[src/rtl/i2s_tx_master.sv]
// I2S / left-justified stereo transmitter with a one-pair holding register.
// The system clock is divided down to bclk; all serial outputs change on bclk falling edges.
module i2s_tx_master #(
    parameter int DATA_W   = 24,
    parameter int SLOT_W   = 32,
    parameter int BCLK_DIV = 10,
    parameter int MODE     = 0
) (
    input  logic              clk,
    input  logic              reset,
    input  logic              in_valid,
    output logic              in_ready,
    input  logic [DATA_W-1:0] in_left,
    input  logic [DATA_W-1:0] in_right,
    output logic              bclk,
    output logic              daclrc,
    output logic              dacdat,
    output logic              underrun
);

    localparam int FRAME_W = 2 * SLOT_W;
    localparam int PAD_W   = SLOT_W - DATA_W;
    localparam int DIV_W   = (BCLK_DIV > 1) ? $clog2(BCLK_DIV) : 1;
    localparam int P_W     = $clog2(FRAME_W);

    localparam logic [DIV_W-1:0] DIV_LAST  = DIV_W'(BCLK_DIV - 1);
    localparam logic [P_W-1:0]   P_LAST    = P_W'(FRAME_W - 1);
    localparam logic [P_W-1:0]   P_R_START = P_W'(SLOT_W);

    logic [DIV_W-1:0]   div;
    logic [P_W-1:0]     p;
    logic [P_W-1:0]     p_next;
    logic [FRAME_W-1:0] shift_reg;
    logic [FRAME_W-1:0] load_word;
    logic [SLOT_W-1:0]  left_slot;
    logic [SLOT_W-1:0]  right_slot;
    logic [DATA_W-1:0]  hold_l;
    logic [DATA_W-1:0]  hold_r;
    logic               hold_full;
    logic               div_wrap;
    logic               fall;
    logic               frame_start;
    logic               accept;

    // Samples sit left-aligned in their slot with zero padding below.
    assign left_slot  = SLOT_W'(hold_l) << PAD_W;
    assign right_slot = SLOT_W'(hold_r) << PAD_W;

    assign div_wrap    = (div == DIV_LAST);
    assign fall        = div_wrap && bclk;
    assign p_next      = (p == P_LAST) ? '0 : p + P_W'(1);
    assign frame_start = fall && (p_next == '0);
    assign load_word   = hold_full ? {left_slot, right_slot} : '0;
    assign in_ready    = !hold_full;
    assign accept      = in_valid && in_ready;

    // NOTE: every register below is assigned with <= so all of them see the
    // pre-edge values of fall/frame_start; blocking here would reorder updates.
    always_ff @(posedge clk or negedge reset) begin
        if (!reset) begin
            div       <= '0;
            bclk      <= 1'b0;
            p         <= P_LAST;
            daclrc    <= 1'b0;
            dacdat    <= 1'b0;
            underrun  <= 1'b0;
            shift_reg <= '0;
            hold_full <= 1'b0;
            hold_l    <= '0;
            hold_r    <= '0;
        end else begin
            div      <= div_wrap ? '0 : div + DIV_W'(1);
            underrun <= 1'b0;
            if (div_wrap) begin
                bclk <= ~bclk;
            end

            if (fall) begin
                p      <= p_next;
                daclrc <= (p_next >= P_R_START);
                if (frame_start) begin
                    underrun <= !hold_full;
                    // I2S delays data one bclk: the previous frame's last bit
                    // still sits at the top of the shift register.
                    if (MODE == 1) begin
                        dacdat    <= load_word[FRAME_W-1];
                        shift_reg <= load_word << 1;
                    end else begin
                        dacdat    <= shift_reg[FRAME_W-1];
                        shift_reg <= load_word;
                    end
                end else begin
                    dacdat    <= shift_reg[FRAME_W-1];
                    shift_reg <= shift_reg << 1;
                end
            end

            if (accept) begin
                hold_full <= 1'b1;
                hold_l    <= in_left;
                hold_r    <= in_right;
            end else if (frame_start) begin
                hold_full <= 1'b0;
            end
        end
    end

endmodule

[config.mk]
export PLATFORM = sky130hd
export DESIGN_NAME = i2s_tx_master
export DESIGN_NICKNAME = d
export VERILOG_FILES = /design/src/rtl/i2s_tx_master.sv
export SDC_FILE = /design/constraint.sdc
export NUM_CORES = 1
export LEC_CHECK = 0
export ABC_AREA = 0
export CAP_MARGIN = 30
export CORE_MARGIN = 8
export CORE_UTILIZATION = 30
export CTS_BUF_LIST = sky130_fd_sc_hd__clkbuf_16
export DETAILED_ROUTE_END_ITERATION = 12
export SLEW_MARGIN = 15
export SYNTH_ARGS = -nofsm -noshare
export SYNTH_HDL_FRONTEND = slang
export SYNTH_SLANG_ARGS = --single-unit
[constraint.sdc]
create_clock -name clk -period 1.9 [get_ports clk]
set_input_delay 0.19 -clock clk [delete_from_list [all_inputs] [get_ports clk]]
set_output_delay 0.19 -clock clk [all_outputs]
set_load 0.01 [all_outputs]
After elaboration in Yosys (flattened, before gate mapping)
Cells that the tools add are included.
{"block": "word_totals", "ff_bits": 127, "in_bits": 51, "out_inout_bits": 5}
{"block": "classes", "addsub": 2, "magnitude_cmp": 1, "n_eq_ne": 2, "muxes": 8, "n_bitwise": 1, "reduce_logical": 6}
{"op": "64-bit 2-to-1 mux", "count": 2}
{"op": "6-bit by 1-bit adder with 6-bit output, second input constant", "count": 1}
{"op": "6-bit equality test, second input constant", "count": 1}
{"op": "6-bit >= comparator, second input constant", "count": 1}
{"op": "6-bit logical NOT", "count": 1}
{"op": "6-bit 2-to-1 mux", "count": 1}
{"op": "4-bit by 1-bit adder with 4-bit output, second input constant", "count": 1}
{"op": "4-bit equality test, second input constant", "count": 1}
{"op": "1-bit 2-to-1 mux", "count": 4}
{"op": "4-bit 2-to-1 mux", "count": 1}
{"op": "1-bit logical AND", "count": 3}
{"op": "2-bit nonzero test", "count": 1}
{"op": "1-bit logical NOT", "count": 1}
{"op": "1-bit NOT", "count": 1}

Logic depth before layout (Yosys ltp)
Gate-level depths: netlist of run 1.
{"block": "logic_depth", "ltp_word": 6, "mapped_depth": 9, "depth_no_buf": 6}

Least setup slack after synthesis of run 1
No wires, ideal clock.
{"block": "synth_timing", "path_kind": "reg2reg", "startpoint": "register p[0]", "endpoint": "register shift_reg[28]", "setup_time_ns": 0.082, "arrival_ns": 1.982, "t_required_ns": 1.818, "slack_ns": -0.164, "stages_incl_launch_ff": 8, "path_buffers": 2, "cell_sequence": "dfstp_2 > ha_1 > nand3_1 > a311o_1 > buf_2 > buf_6 > or3_1 > a31oi_1"}
{"block": "synth_between", "elab_chain_len": 5}
{"element": "start, declared", "line": "31", "text": "logic [P_W-1:0] p;"}
{"element": "start signal, assigned", "line": "79", "text": "p <= p_next;"}
{"element": "6-bit by 1-bit adder with 6-bit output or 6-bit equality test (tied branches)", "line": "51", "text": "assign p_next = (p == P_LAST) ? '0 : p + P_W'(1);"}
{"element": "6-bit 2-to-1 mux (*)", "line": "51"}
{"element": "6-bit logical NOT (*)", "line": "52", "text": "assign frame_start = fall && (p_next == '0);"}
{"element": "1-bit logical AND (*)", "line": "52"}
{"element": "64-bit 2-to-1 mux (*)", "line": "81", "text": "if (frame_start) begin"}
{"element": "end signal, assigned", "line": "87", "text": "shift_reg <= load_word << 1;"}
{"element": "end signal, assigned", "line": "90", "text": "shift_reg <= load_word;"}
{"element": "end signal, assigned", "line": "94", "text": "shift_reg <= shift_reg << 1;"}
{"element": "end, declared", "line": "33", "text": "logic [FRAME_W-1:0] shift_reg;"}
Every way passes the cells marked *; elsewhere a longest branch is shown, timed or not.
A chain may end at the register's enable or synchronous reset.

Final worst setup path of run 1
{"block": "layout_timing", "startpoint": "register p[0]", "endpoint": "register shift_reg[16]"}
Same word-level chain as after synthesis.

==> metrics.yaml, run 1 <==
outcome:
  violations: "negative setup slack"
  status: "complete, but fails checks"
clocking:
  numCtsBuffers: 17
  cts.sinks: 119
  clock_latency_ps: 420
  h-tree-depth: 4
  cts_tree: "yes"
  cts-root-buf: "clkbuf_16"
  clock_path_buffers: 2
  clkTransAtPathRegs_ps: 50
global_route:
  grt_util_all_layers: 0.1215
  grt_pass1_wl_um: 21920
  grt_max_degree: 51
  grt_pass1_vias: 4509
  antenna_found_initial: 0
  gr-total-overflow: 0
die:
  dieArea_sq_um: 22830
  fp.dieW_um: 151.1
  pin_count: 56
  core_area_sq_um: 17960
  fp-row-count: 49
  start_util: 0.3047
  die_h_um: 151.1
pwr:
  seqPwrFrac: 0.424
  p_leak_uw: 0.003346
  p_sw_uw: 1261
  power_frac_clock: 0.536
  finalPower_uw: 6171
  pwr-share-comb: 0.039
  ir_worst_vdd_mv: 0.5279
  p_sw_frac: 0.2044
  p_int_uw: 4910
  powerDensity_nw_per_um2: 778.6
logic_synthesis:
  synth_edf_count: 0
  yosys_register_bits: 119
  yosys_warnings: 0
  ys_seq_area_frac: 0.5454
  ys_types: 32
  synth_nets: 588
  synth_top_area_share: 0.5166
  synth_area_per_cell_sq_um: 10.23
  synth_largest_area_cell: "dfrtp_1"
  synthFlopType: "dfrtp_1"
  synth_cells: 535
  ys_top_cells_by_area: "dfrtp_1 52%, mux2_2 9.9%, o31a_1 7.2%"
  synth.cell_area_sq_um: 5474
  async_flop_share: 1.000
run:
  max_cap_viol_count: 0
critical_path:
  endpoint_kind: "register"
  crit_fanout: 8
  crit_arrival_ps: 2480
  start_kind: "register"
  required_ps: 2250
  path_class: "register to register"
  crit_start: "p[0]$_DFFE_PN1P_"
  worstReg2RegStart: "p[0]$_DFFE_PN1P_"
final_layout:
  antenna_cells: 0
  largest_reg_flops: 56
  final_cell_mix: "112 x dfrtp_1, 78 x nand2_1, 53 x clkdlybuf4s50_1, 49 x nor2_1, 48 x mux2_2"
  final_common_cell: "dfrtp_1"
  drive_gt1_frac: 0.3292
  nNetsFinal: 687
  post-route-util: 0.4412
  fillers: 1654
  area_delta_synth_final_pct: 44.80
timing:
  rsz0062_at_grt: "true"
  timing.setup.tns_ps: -9102
  setup_viol_count_final: 57
  tightest_slew_ps: 601.3
  fin_crit_ps: 2133
  fin_crit_sh: 1.122
  timing.hold.ws_ps: 328.4
  clock_skew_ps: 5.436
  hold_viol: 0
  setup_slack_ps: -232.6
  slew_viol_final: 0
  max_freq_ghz: 0.4689
  slew_headroom: 0.5991
place:
  gp_congestion: 0.6961
  hpwl_um: 8243
  io_buffers: 55
detailed_routing:
  drt_wl_total_um: 13930
  detail_route.first_pass.iterations: 4
  via_count: 4368
  drcViolationCount: 0
  drtIter0Drc: 287
  ant_nets: 0
  vias_per_cell: 4.986
  avgRoutedWirePerCell_um: 15.90
min_path:
  min_path_type: "input port to async pin"
-- worst max-delay path: stages (launching register included) --
cell and delay, ps:
dfstp_2 580, buf_6 130, ha_4 140, nand3_4 70
a311o_2 450, buf_6 160, buf_6 120, o31a_1 290
a21oi_2 120
-- Yosys cell counts (all sizes together), types with 2 or more instances --
library cell	count
a21oi	46
a31oi	3
a32o	2
buf	16
clkbuf	32
dfrtp	113
dfstp	6
ha	2
inv	3
mux2	48
nand2	78
nand3	5
nor2	51
nor2b	3
nor3	5
o21a	3
o21ai	59
o31a	45
or3	3
xnor2	4
-- cell type report --
class | count | area [sq um] | area share
Sequential cell | 119 | 2989 | 0.3771
Inverter | 3 | 11.26 | 0.001421
Timing Repair Buffer | 126 | 1479 | 0.1866
Multi-Input combinational cell | 367 | 2549 | 0.3215
Tap cell | 229 | 286.5 | 0.03615
Clock inverter | 15 | 186.4 | 0.02352
Clock buffer | 17 | 425.4 | 0.05367
-- metal layers --
layer	part of all wire	GRT usage	up-vias
met5	0	0	-
met4	0.018	0.05888	0
met3	0.044	0.03018	28
met2	0.50	0.1987	97
met1	0.44	0.1472	2165
li1	-	-	2078
-- final timing paths --
path                            cells after the start                         to  slack, ps
worst max-delay path                                8  shift_reg[16]$_DFFE_PN0P_       -230
worst min-delay path                                2      hold_r[4]$_DFFE_PN0P_        330
worst max register to register                      8  shift_reg[16]$_DFFE_PN0P_       -230
worst min register to register                      2         dacdat$_DFFE_PN0P_        480
max in group asynchronous                           3           p[5]$_DFFE_PN1P_        950
min in group clk                                    2     hold_r[11]$_DFFE_PN0P_        380
-- logic make-up after synthesis --
kind of cell / share of synthesized area
flops: 0.5454
fa+ha+maj: 0.004571
compound gates: 0.1838
simple gates: 0.1099
xor+xnor: 0.008000
mux: 0.09874
buf+inv: 0.04960
-- power groups by stage --
stage	clock network, uW	logic (uW)	registers, uW
global placement	0	245	2660
detailed placement	0	249	2660
CTS	3390	252	2620
floorplan	0	66.2	2650
finish	3310	244	2620
global route	3500	272	2620
-- through the flow --
step | setup slack, ps | cell area (sq um) | std cells
2_1_floorplan | -53.72 | 5498 | 535
3_3_place_gp | -142.5 | 6494 | 811
3_5_place_dp | -253.0 | 6494 | 811
4_1_cts | -139.9 | 7520 | 864
5_1_grt | -287.0 | 7926 | 876
6_report | -232.6 | 7926 | 876
-- repair_timing --
action	in CTS	in global routing
gates cloned	8	3
hold buffers	1	0
hold endpoints to repair	37	0
gates resized for setup	57	70
pin swaps	39	28
endpoints found under the setup margin	58	57
buffers inserted	12	9
No activity file was read; power rests on OpenSTA's default activity.
==> run 2, diff against run 1 <==
Settings changed: ABC_AREA 0 to not set.
==> results of run 2 <==
Same layout as run 1: the final DEF is identical, and so are final timing and power.
==> run 3, diff against run 2 <==
Settings changed: CORE_ASPECT_RATIO set to 1.2, SLEW_MARGIN 15 to not set.
==> run 3 against run 2 <==
Net effect:
- the run still ends with negative setup slack left
- wire length fell by 12%
- die area about the same
- highest routed layer unchanged
- sequential power about the same
- largest power group unchanged
- critical endpoint is now shift_reg[28]$_DFFE_PN0P_
- setup slack improved by 81 ps
- via count down 5.2%
- count of clock-buffer cells in the layout is the same
- core utilization is 4.1 points lower
==> metrics.yaml, run 3 (synthesis gave the netlist of run 1 again) <==
global_route:
  grt_pass1_vias: 4306  # -4.5%
  gr-total-overflow: 0  # unchanged
  antenna_found_initial: 0  # unchanged
  grt_pass1_wl_um: 20910  # -4.6%
  grt_max_degree: 74  # +45%
  grt_util_all_layers: 0.1113  # -0.01013
timing:
  slew_headroom: 0.7183  # +0.1192
  clock_skew_ps: 8.889  # +3.453 ps
  hold_viol: 0  # unchanged
  rsz0062_at_grt: "true"
  slew_viol_final: 0  # unchanged
  setup_slack_ps: -151.9  # +80.70 ps
  fin_crit_sh: 1.080  # -0.04248
  fin_crit_ps: 2052  # -80.70 ps
  max_freq_ghz: 0.4873  # +3.9%
  tightest_slew_ps: 422.5  # -178.8 ps
  setup_viol_count_final: 56  # -1.8%
place:
  gp_congestion: 0.7331  # +5.3%
  dp_cells: 793  # -2.2%
  io_buffers: 55  # unchanged
  hpwl_um: 8066  # -2.1%
  dpl_worst_slack_ps: -162.2  # +90.78 ps
detailed_routing:
  detail_route.first_pass.iterations: 4  # unchanged
  via_count: 4141  # -5.2%
  drtIter0Drc: 184  # -36%
  avgRoutedWirePerCell_um: 14.78  # -7.1%
  drt_wl_total_um: 12290  # -12%
  vias_per_cell: 4.977  # -0.18%
  drcViolationCount: 0  # unchanged
  ant_nets: 0  # unchanged
critical_path:
  start_kind: "register"
  cp_num_buf_inv: 1  # -2
  path_class: "register to register"
  path_cells: "ha_4 > a21oi_1 > o21a_1 > or2_4 > buf_12 > or3_1 > a31oi_1"
  crit_fanout: 17  # +9
  endpoint_kind: "register"
  critPathMaxStageDelay_ps: 570  # about the same
  cp_slowest_cell: "dfstp_2"
  rr_worst_depth: 7  # -1
  crit_arrival_ps: 2370  # -110 ps
  path_depth: 7  # -1
  path_delay_family: "simple AND/OR/NAND/NOR gates"
  required_ps: 2220  # -30 ps
die:
  dieArea_sq_um: 22840  # about the same
  fp-row-count: 54  # +10%
  pin_count: 56  # unchanged
  start_util: 0.3034  # -0.001289
  fp.dieW_um: 139.3  # -7.8%
  die_h_um: 164.0  # +8.5%
  core_area_sq_um: 18040  # +0.42%
final_layout:
  final_cells: 832  # -5.0%
  multi_input_area_sq_um: 2407  # -5.5%
  final_cell_mix: "112 x dfrtp_1, 78 x nand2_1, 53 x clkdlybuf4s50_1, 49 x nor2_1, 48 x mux2_2"
  drive_gt1_frac: 0.2533  # -0.07592
  post-route-util: 0.4001  # -0.04112
  seq_area_sq_um: 2987  # about the same
  antenna_cells: 0  # unchanged
  fillers: 1705  # +3.1%
  final_common_cell: "dfrtp_1"
  largest_reg_flops: 56  # unchanged
  nNetsFinal: 648  # -5.7%
  area_delta_synth_final_pct: 31.86
clocking:
  cts_tree: "yes"
  clock_latency_ps: 410  # about the same
  cts.sinks: 119  # unchanged
  cts-root-buf: "clkbuf_16"
  numCtsBuffers: 17  # unchanged
  h-tree-depth: 4  # unchanged
  clkTransAtPathRegs_ps: 50  # about the same
  clock_path_buffers: 2  # unchanged
pwr:
  powerDensity_nw_per_um2: 844.6  # +8.5%
  ir_worst_vdd_mv: 0.4398  # -17%
  p_leak_uw: 0.003065  # -8.4%
outcome:
  violations: "negative setup slack"
  status: "complete, but fails checks"
min_path:
  min_path_type: "input port to async pin"
run:
  max_cap_viol_count: 0  # unchanged
[run 3: layout make-up]
type / instances / share of cell area
clock buffer: 17 / 0.05894
sequential: 119 / 0.4138
timing repair buffer: 87 / 0.1297
multi-input combinational: 367 / 0.3335
clock inverter: 15 / 0.02375
tap: 224 / 0.03883
inverter: 3 / 0.001560
[run 3: path summary, 6_finish.rpt]
path                                                start                         to  slack, ps
worst max-delay path                     p[1]$_DFFE_PN1P_  shift_reg[28]$_DFFE_PN0P_       -150
worst min-delay path                                reset      hold_r[9]$_DFFE_PN0P_        190
worst max register to register           p[1]$_DFFE_PN1P_  shift_reg[28]$_DFFE_PN0P_       -150
worst min register to register  shift_reg[63]$_DFFE_PN0P_         dacdat$_DFFE_PN0P_        470
max in group asynchronous                           reset           p[0]$_DFFE_PN1P_       1020
min in group clk                             in_right[23]     hold_r[23]$_DFFE_PN0P_        390
[run 3: metal layers]
layer | track usage | up-vias | routed length, um | share of wire
met5 | 0 | - | 0 | 0
met4 | 0.04398 | 0 | 226 | 0.018
met3 | 0.02588 | 21 | 302 | 0.025
met2 | 0.1869 | 73 | 6050 | 0.49
met1 | 0.1365 | 2044 | 5714 | 0.46
li1 | - | 2003 | - | -
[run 3: power by group]
group          internal [uW]  switching [uW]
registers               2590            27.8
logic                    144            91.1
clock network           2150            1090
[run 3: repair_timing]
item / CTS / global route
endpoints found under the setup margin: 58 / 58
buffers inserted: 1 / 2
gates resized for setup: 7 / 40
gates cloned: 3 / 0
hold endpoints to repair: 61 / 0
hold buffers: 1 / 0
pin swaps: 3 / 6
[run 3: per-stage QoR]
stage	instance area (sq um)	TNS [ps]	total power [uW]	hold slack, ps
final	7218	-5039	6097	189.1
after global routing	7218	-8331	6307	204.4
after CTS	7064	-4296	6172	183.9
after detailed placement	6405	-5674	2903	59.28
after global placement	6405	-2151	2895	52.66
after floorplan	5498	-2131	2718	-105.6
